File: config.mk
export PLATFORM = sky130hd
export DESIGN_NAME = maxpool_2x2_ctrl
export DESIGN_NICKNAME = d
export VERILOG_FILES = /design/src/rtl/lenet_pool_pkg.sv /design/src/rtl/pool_addr_gen.sv /design/src/rtl/maxpool_2x2_ctrl.sv
export SDC_FILE = /design/constraint.sdc
export NUM_CORES = 1
export LEC_CHECK = 0
export ABC_AREA = 1
export CAP_MARGIN = 20
export CORE_MARGIN = 3
export CORE_UTILIZATION = 28
export CTS_CLUSTER_SIZE = 8
export DETAILED_ROUTE_END_ITERATION = 12
export GPL_TIMING_DRIVEN = 0
export HOLD_SLACK_MARGIN = 0.12
export PLACE_DENSITY_LB_ADDON = 0.25
export SKIP_LAST_GASP = 1
export SYNTH_ARGS = -nofsm -noshare
export SYNTH_HDL_FRONTEND = slang
export SYNTH_SLANG_ARGS = --single-unit
File: constraint.sdc
create_clock -name clk -period 5.2 [get_ports clk]
set_input_delay 1.04 -clock clk [delete_from_list [all_inputs] [get_ports clk]]
set_output_delay 1.04 -clock clk [all_outputs]
set_load 0.01 [all_outputs]
File: src/rtl/lenet_pool_pkg.sv
// Shared types and widths for the LeNet 2x2 max-pool sequencer.
package lenet_pool_pkg;

  localparam int unsigned ADDR_W   = 14;
  localparam int unsigned DATA_W   = 16;
  localparam int unsigned CH_W     = 5;
  localparam int unsigned POOL_LAT = 3;

  typedef enum logic [1:0] {
    S_IDLE  = 2'd0,
    S_ISSUE = 2'd1,
    S_DRAIN = 2'd2,
    S_DONE  = 2'd3
  } pool_state_t;

endpackage

File: src/rtl/pool_addr_gen.sv
// Window counters and incremental read/write address generation for one pooling run.
module pool_addr_gen
  import lenet_pool_pkg::*;
#(
  parameter int unsigned IMG_W  = 24,
  parameter int unsigned IMG_H  = 24,
  parameter int unsigned MAX_CH = 16
) (
  input  logic              clk,
  input  logic              rst,
  input  logic              i_load,
  input  logic              i_step,
  input  logic [CH_W-1:0]   i_cfg_ch,
  input  logic [ADDR_W-1:0] i_in_base,
  input  logic [ADDR_W-1:0] i_out_base,
  output logic [ADDR_W-1:0] o_rd_addr_t,
  output logic [ADDR_W-1:0] o_rd_addr_b,
  output logic [ADDR_W-1:0] o_wr_addr,
  output logic              o_last_c
);

  localparam int unsigned OUT_W = IMG_W / 2;
  localparam int unsigned OUT_H = IMG_H / 2;
  localparam int unsigned COL_W = (OUT_W > 1) ? $clog2(OUT_W) : 1;
  localparam int unsigned ROW_W = (OUT_H > 1) ? $clog2(OUT_H) : 1;

  localparam logic [COL_W-1:0]  COL_LAST = COL_W'(OUT_W - 1);
  localparam logic [ROW_W-1:0]  ROW_LAST = ROW_W'(OUT_H - 1);
  localparam logic [CH_W-1:0]   CH_MAX   = CH_W'(MAX_CH);
  localparam logic [ADDR_W-1:0] ROW_OFS  = ADDR_W'(IMG_W);
  localparam logic [ADDR_W-1:0] STEP_COL = ADDR_W'(2);
  // Leaving a row pair (or a whole channel) skips the bottom row: +IMG_W+2 either way.
  localparam logic [ADDR_W-1:0] STEP_ROW = ADDR_W'(IMG_W + 2);

  logic [COL_W-1:0]  r_ocol;
  logic [ROW_W-1:0]  r_orow;
  logic [CH_W-1:0]   r_ch;
  logic [CH_W-1:0]   r_ch_last;
  logic [ADDR_W-1:0] r_rd_addr_t;
  logic [ADDR_W-1:0] r_rd_addr_b;
  logic [ADDR_W-1:0] r_wr_addr;

  logic              w_col_last;
  logic              w_row_last;
  logic [CH_W-1:0]   w_ch_sat;

  assign w_col_last = (r_ocol == COL_LAST);
  assign w_row_last = (r_orow == ROW_LAST);
  assign w_ch_sat   = (i_cfg_ch > CH_MAX) ? CH_MAX : i_cfg_ch;

  always_ff @(posedge clk) begin
    if (rst) begin
      r_ocol      <= '0;
      r_orow      <= '0;
      r_ch        <= '0;
      r_ch_last   <= '0;
      r_rd_addr_t <= '0;
      r_rd_addr_b <= '0;
      r_wr_addr   <= '0;
    end else if (i_load) begin
      r_ocol      <= '0;
      r_orow      <= '0;
      r_ch        <= '0;
      r_ch_last   <= w_ch_sat - CH_W'(1);
      r_rd_addr_t <= i_in_base;
      r_rd_addr_b <= i_in_base + ROW_OFS;
      r_wr_addr   <= i_out_base;
    end else if (i_step) begin
      r_wr_addr <= r_wr_addr + ADDR_W'(1);
      if (w_col_last) begin
        r_ocol      <= '0;
        r_rd_addr_t <= r_rd_addr_t + STEP_ROW;
        r_rd_addr_b <= r_rd_addr_b + STEP_ROW;
        if (w_row_last) begin
          r_orow <= '0;
          r_ch   <= r_ch + CH_W'(1);
        end else begin
          r_orow <= r_orow + ROW_W'(1);
        end
      end else begin
        r_ocol      <= r_ocol + COL_W'(1);
        r_rd_addr_t <= r_rd_addr_t + STEP_COL;
        r_rd_addr_b <= r_rd_addr_b + STEP_COL;
      end
    end
  end

  assign o_rd_addr_t = r_rd_addr_t;
  assign o_rd_addr_b = r_rd_addr_b;
  assign o_wr_addr   = r_wr_addr;
  assign o_last_c    = w_col_last & w_row_last & (r_ch == r_ch_last);

endmodule

File: src/rtl/maxpool_2x2_ctrl.sv
// Sequencer for the 2x2 max-pool datapath: issues one window per cycle and writes results back.
module maxpool_2x2_ctrl
  import lenet_pool_pkg::*;
#(
  parameter int unsigned IMG_W  = 24,
  parameter int unsigned IMG_H  = 24,
  parameter int unsigned MAX_CH = 16
) (
  input  logic              clk,
  input  logic              rst,
  input  logic              start,
  input  logic [CH_W-1:0]   cfg_ch,
  input  logic [ADDR_W-1:0] in_base,
  input  logic [ADDR_W-1:0] out_base,
  output logic              busy,
  output logic              done,
  output logic              rd_en,
  output logic [ADDR_W-1:0] rd_addr_t,
  output logic [ADDR_W-1:0] rd_addr_b,
  output logic              max_en,
  input  logic [DATA_W-1:0] max_out,
  output logic              wr_en,
  output logic [ADDR_W-1:0] wr_addr,
  output logic [DATA_W-1:0] wr_data
);

  pool_state_t       r_state;
  logic              r_busy;
  logic              r_done;
  logic              r_rd_en;
  logic [POOL_LAT-1:0] r_vld;
  logic [ADDR_W-1:0] r_wa [POOL_LAT];

  logic              w_load;
  logic              w_step;
  logic              w_last;
  logic [ADDR_W-1:0] w_wr_addr_iss;

  assign w_load = (r_state == S_IDLE) && start;
  assign w_step = (r_state == S_ISSUE) && !w_last;

  pool_addr_gen #(
    .IMG_W  (IMG_W),
    .IMG_H  (IMG_H),
    .MAX_CH (MAX_CH)
  ) u_addr_gen (
    .clk         (clk),
    .rst         (rst),
    .i_load      (w_load),
    .i_step      (w_step),
    .i_cfg_ch    (cfg_ch),
    .i_in_base   (in_base),
    .i_out_base  (out_base),
    .o_rd_addr_t (rd_addr_t),
    .o_rd_addr_b (rd_addr_b),
    .o_wr_addr   (w_wr_addr_iss),
    .o_last_c    (w_last)
  );

  // Run control; DONE coincides with the final write so done lands one cycle after it.
  always_ff @(posedge clk) begin
    if (rst) begin
      r_state <= S_IDLE;
      r_busy  <= 1'b0;
      r_done  <= 1'b0;
      r_rd_en <= 1'b0;
    end else begin
      r_done <= 1'b0;
      case (r_state)
        S_IDLE: begin
          if (start) begin
            r_busy <= 1'b1;
            if (cfg_ch != '0) begin
              r_state <= S_ISSUE;
              r_rd_en <= 1'b1;
            end else begin
              r_state <= S_DONE;
            end
          end
        end
        S_ISSUE: begin
          if (w_last) begin
            r_state <= S_DRAIN;
            r_rd_en <= 1'b0;
          end
        end
        S_DRAIN: begin
          if (!r_vld[0]) r_state <= S_DONE;
        end
        S_DONE: begin
          r_state <= S_IDLE;
          r_busy  <= 1'b0;
          r_done  <= 1'b1;
        end
        default: r_state <= S_IDLE;
      endcase
    end
  end

  // Valid and write-address delay line matching the datapath latency.
  always_ff @(posedge clk) begin
    if (rst) begin
      r_vld <= '0;
      for (int i = 0; i < int'(POOL_LAT); i++) r_wa[i] <= '0;
    end else begin
      r_vld   <= {r_vld[POOL_LAT-2:0], r_rd_en};
      r_wa[0] <= w_wr_addr_iss;
      for (int i = 1; i < int'(POOL_LAT); i++) r_wa[i] <= r_wa[i-1];
    end
  end

  assign busy    = r_busy;
  assign done    = r_done;
  assign rd_en   = r_rd_en;
  assign max_en  = r_vld[0];
  assign wr_en   = r_vld[POOL_LAT-1];
  assign wr_addr = r_wa[POOL_LAT-1];
  assign wr_data = max_out;

endmodule
### Yosys cells after proc, flatten, opt, wreduce, memory -nomap -nowiden

Memories as Yosys holds them, arrays and structs flattened.
Index checks and enable logic that the tools add are counted.

* register bits after elaboration: 68
* bits of input ports: 52
* bits in writable memories: 42
* memory bits (read-only): 0
* output and inout port bits: 63
* word-level logic and storage cells: 82
* bits in latches: 0
* memories: 1

Memory list
* r_wa: words 3, bits a word 14, read ports 3, clocked after memory_dff 0, wr ports 3, RTL line maxpool_2x2_ctrl.sv:32 `logic [ADDR_W-1:0] r_wa [POOL_LAT];`

* equal/unequal tests: 10
* magnitude comparators: 1
* add/sub/neg operators: 10
* $mul: 0
* mux-type cells: 29
* divide/modulo/power cells: 0
* bitwise gates (word level): 5
* reductions and logical operators: 14
* shift-type cells: 0

Operators with widths (count)
* $mux W14: 11
* $add A14 B5 Y14 const B: 3
* $add A14 B2 Y14 const B: 2
* $add A14 B1 Y14 const B: 1
* $add A4 B1 Y4 const B: 2
* $eq A4 B4 Y1 const B: 2
* $mux W1: 8
* $mux W2: 4
* $mux W4: 2
* $pmux W2 S4: 1
* $ne A2 B2 Y1 const B: 3
* $reduce_and A3 Y1: 2
* $reduce_bool A2 Y1: 3
* $add A5 B1 Y5 const B: 1
* $eq A5 B5 Y1: 1
* $gt A5 B5 Y1 const B: 1
* $mux W5: 1
* $reduce_bool A5 Y1: 1
* $sub A5 B1 Y5 const B: 1
* $eq A2 B2 Y1 const B: 2
* $pmux W1 S2: 2
* $reduce_and A2 Y1: 2
* $reduce_and A4 Y1: 1
* $or A1 B1 Y1: 3
* 7 further kinds: 9

### Logic depth before layout (Yosys ltp)

Gate-level depths: netlist of the first run.

* word-level depth: 7
* depth in mapped cells: 15
* depth with buffers taken out: 14

### Hierarchy

From an unflattened synthesis of the first run, not the netlist that was laid out.

* cell total of the unflattened synthesis: 756
* area, all modules: 5387.7 µm²

By module, submodules not included
* pool_addr_gen: seq. area each 1181.1 µm², cells an instance 538, instances 1, area each 3579.7 µm²
* maxpool_2x2_ctrl: seq. area each 1001.0 µm², cells an instance 218, instances 1, area each 1808.0 µm²

### Least setup slack after synthesis of the first run

No wires, ideal clock.

* kind: in2reg
* start: input port cfg_ch[2]
* end: register u_addr_gen.r_ch_last[2]
* setup slack: 2.840 ns
* data arrival time: 2.243 ns
* path buffers: 0
* setup time: 0.117 ns
* stages: 11
* cell sequence: inv_1 -> nand2_1 -> nor3_1 -> nor2_1 -> nor2_1 -> inv_1 -> ha_1 -> o21ai_0 -> nand2_1 -> o221ai_1 -> inv_1

* word-level cells in the longest chain between the ends: 3

RTL lines
* start, declared: RTL line maxpool_2x2_ctrl.sv:12 `input logic [CH_W-1:0] cfg_ch,`
* $gt A5 B5 Y1: RTL line pool_addr_gen.sv:49 `assign w_ch_sat = (i_cfg_ch > CH_MAX) ? CH_MAX : i_cfg_ch;`
* $mux W5 *: RTL line pool_addr_gen.sv:49
* $sub A5 B1 Y5 *: RTL line pool_addr_gen.sv:64 `r_ch_last <= w_ch_sat - CH_W'(1);`
* end signal, assigned: RTL line pool_addr_gen.sv:64
* end, declared: RTL line pool_addr_gen.sv:38 `logic [CH_W-1:0] r_ch_last;`

Every way passes the cells marked *; elsewhere a longest branch is shown, timed or not.
A chain may end at the register's enable or synchronous reset.

### Worst setup path in the final report of the first run

Same ends and word-level chain as after synthesis.

==> metrics.cfg, run 1 <==
[drt]
finalWirelength_um=15900
wire_per_inst_um=13.4
drc_errors=0
drt_pass1_iterations=5
antenna_left=0
detail_route.vias_per_cell=4.36
routed-via-count=5185
drt_iter0_drc=307

[clock_network]
holdBufCountCts=0
htreeDepth=3
cts.path.max_buffers=2
clkTransAtPathRegs_ns=0.09
post-cts-setup-buffers=0
clock_latency_ns=0.37
cts_resized=0
cts_root_buf=clkbuf_16
numCtsBuffers=9
cts_sinks=109
tritoncts=built

[global_route]
grt_first_pass_wirelength_um=25500
antenna_found_initial=0
grt_pass1_vias=4927
grt_overflow_total=0
grt_max_degree=24
grtUsageTotal_pct=14.6

[final_layout]
final_cell_mix=nand2_1 (163), nor2_1 (123), inv_1 (116), dfxtp_1 (109), clkdlybuf4s50_1 (97)
final_cells=1190
area_delta_synth_final_pct=28.9
nets=984
postLayoutCoreUtil_pct=37.0
drive_gt1_share_pct=10.6
fillers=2141
final_cell_area_um2=7270
diodes=0
final_common_cell=nand2_1

[worst_setup_path]
critPathLaunchType=primary input
slowest_stage=clkdlybuf4s50_1
worstPathCellList=clkdlybuf4s50_1 -> inv_1 -> nand2_1 -> nor3_1 -> nor2_1 -> nor2_1 -> inv_1 -> ha_1 -> o21ai_0 -> nand2_1 -> o221ai_1 -> inv_1
crit_family=simple AND/OR/NAND/NOR gates
critPathRequiredTime_ns=5.46
crit_fanout=4
crit_top_cell=inv_1
crit_buf_inv=4
arrival_ns=2.96
slowest_delay_ns=0.40
end_kind=flop
critPathKind=in -> reg

[sta]
hold_viol=0
finalSetupViolCount=0
finalSetupTns_ns=0
rsz0062_at_grt=no
maxSlewViolCount=0
whs_ns=0.399
worst_slew_margin_rel_pct=43.7
max_freq_ghz=0.371
fin_skew_ns=0.00879
finalCriticalPeriod_ns=2.70
tightest_slew_ns=0.844
post-route-period-util_pct=51.9

[power_and_ir_drop]
power.leakage_nw=3.05
ir_drop_mv=0.182
powerDensity_nw_per_um2=399

[die]
core_um2=19700
ios=115
fp.dieH_um=148
die_area_um2=21900
row_count=51
initial_core_util_pct=28.7
die_w_um=148

[worst_hold_path]
min_path_type=reg -> reg

[logic_synthesis]
syn_area_um2=5640
postSynthCellCount=812
synth_enable_flop_cells=0
synth_seq_cells=109
yosysSeqAreaShare_pct=38.7
synth_flop_cell=dfxtp_1
synth_area_per_cell_um2=6.95
ys_types=45
ys.warnings.count=0
synth_nets=876
async_flop_share_pct=0

[placed_design]
place.gp.congestion=0.821
dpl.cell_count=1174
place_area_um2=6950
io_buffers=97
dpl.hpwl_um=12000

[status]
status=complete, no violations

[flow_run]
max_cap_violations=0

[cells by family after synthesis]
kind of cell / share of synthesized area [%]
adder cells (fa/ha/maj): 2.66
AO/OA/AOI/OAI: 9.91
XOR/XNOR: 2.79
buffers and inverters: 14.6
AND/OR/NAND/NOR: 31.4
flip-flops: 38.7
[sequential cells by signal (all words and copies together), names as in the netlist]
| register | cells |
|---|---|
| u_addr_gen.r_ch_last | 5 |
| u_addr_gen.r_ocol | 4 |
| r_vld | 3 |
| r_wa | 42 |
| done | 1 |
| r_state | 2 |
| rd_en | 1 |
| u_addr_gen.r_orow | 4 |
| u_addr_gen.o_rd_addr_t | 13 |
| u_addr_gen.o_wr_addr | 14 |
| u_addr_gen.r_ch | 5 |
| u_addr_gen.o_rd_addr_b | 14 |
| busy | 1 |
[synthesized netlist by cell type (3+ instances only)]
cell type  instances  share of area [%]
nand2_1          163                 11
nor2_1           123                8.2
inv_1            116                7.7
dfxtp_1          109                 39
nand3_1           48                4.3
o21ai_0           34                3.0
a21oi_1           32                2.8
buf_4             31                4.1
nor3_1            15                1.3
xor2_1            13                2.0
ha_1              12                2.7
nand4_1           12                1.3
nand2_2           11                1.2
buf_2              7               0.62
inv_2              6               0.40
nor2_2             6               0.67
o22ai_1            6               0.67
a31oi_1            5               0.55
buf_1              5               0.33
clkbuf_1           5               0.33
o21ai_1            5               0.44
xnor2_1            5               0.78
buf_6              4               0.80
nand2_4            4               0.80
o211ai_1           4               0.53
a211oi_1           3               0.40
[per-stage QoR]
step,setup slack (ns),power (mW)
floorplan,2.84,1.77
global placement,2.10,2.18
detailed placement,2.08,2.19
CTS,2.47,2.93
global route,2.29,3.11
finish,2.50,2.90
[power by group]
group	internal (mW)	leakage [nW]	total (mW)	switching [mW]
combinational	0.423	2.00	1.02	0.600
sequential	1.00	0.893	1.14	0.141
clock	0.354	0.156	0.739	0.385
[layer usage]
metal | track usage (%) | share of wire (%) | vias to the layer above
li1 | - | - | 2726
met2 | 24.6 | 46 | 137
met1 | 19.5 | 49 | 2309
met5 | 0 | 0 | -
met3 | 2.79 | 4.7 | 13
met4 | 3.33 | 1.1 | 0
[final timing paths]
| path | startpoint | end | slack (ns) | cells past startpoint |
|---|---|---|---|---|
| worst max-delay path | cfg_ch[2] | u_addr_gen.r_ch_last[2] | 2.50 | 12 |
| worst min-delay path | r_wa[0][3] | r_wa[0][17] | 0.40 | 2 |
| worst max register to register | r_state[1] | u_addr_gen.r_ch_last[0] | 2.95 | 8 |
| worst min register to register | r_wa[0][3] | r_wa[0][17] | 0.40 | 2 |
[worst reg2reg max path: stages (launching register included)]
cell	delay (ns)
dfxtp_1	0.39
inv_1	0.08
ha_1	0.25
nand2_2	0.24
inv_2	0.12
buf_2	0.24
nor2_4	0.28
clkinv_1	0.34
o22ai_1	0.23
[cell type report]
| class | count | area (µm²) | area share (%) |
|---|---|---|---|
| Buffer | 52 | 350 | 4.82 |
| Clock buffer | 9 | 225 | 3.10 |
| Timing Repair Buffer | 97 | 971 | 13.4 |
| Inverter | 125 | 474 | 6.52 |
| Clock inverter | 7 | 101 | 1.39 |
| Tap cell | 265 | 332 | 4.56 |
| Sequential cell | 109 | 2180 | 30.0 |
| Multi-Input combinational cell | 526 | 2640 | 36.3 |
Note: power is estimated with default switching activity, not from simulation.
==> run 2, diff against run 1 <==
- clock period: 5.2 -> 2.76 ns (I/O delays scaled with it)
==> results of run 2 <==
Same layout as run 1 (identical final DEF). Status: complete, no violations.
Among the figures that moved: setup slack after placement 2.08 ns -> 0.132 ns; setup slack after layout 2.50 ns -> 0.510 ns; start point of the critical path cfg_ch[2] -> r_state[1]; end point of the critical path u_addr_gen.r_ch_last[2] -> u_addr_gen.r_ch_last[0]; register-to-register setup slack 2.95 ns -> 0.51 ns; total power 2.90 mW -> 5.47 mW; worst IR drop on VDD 0.182 mV -> 0.343 mV
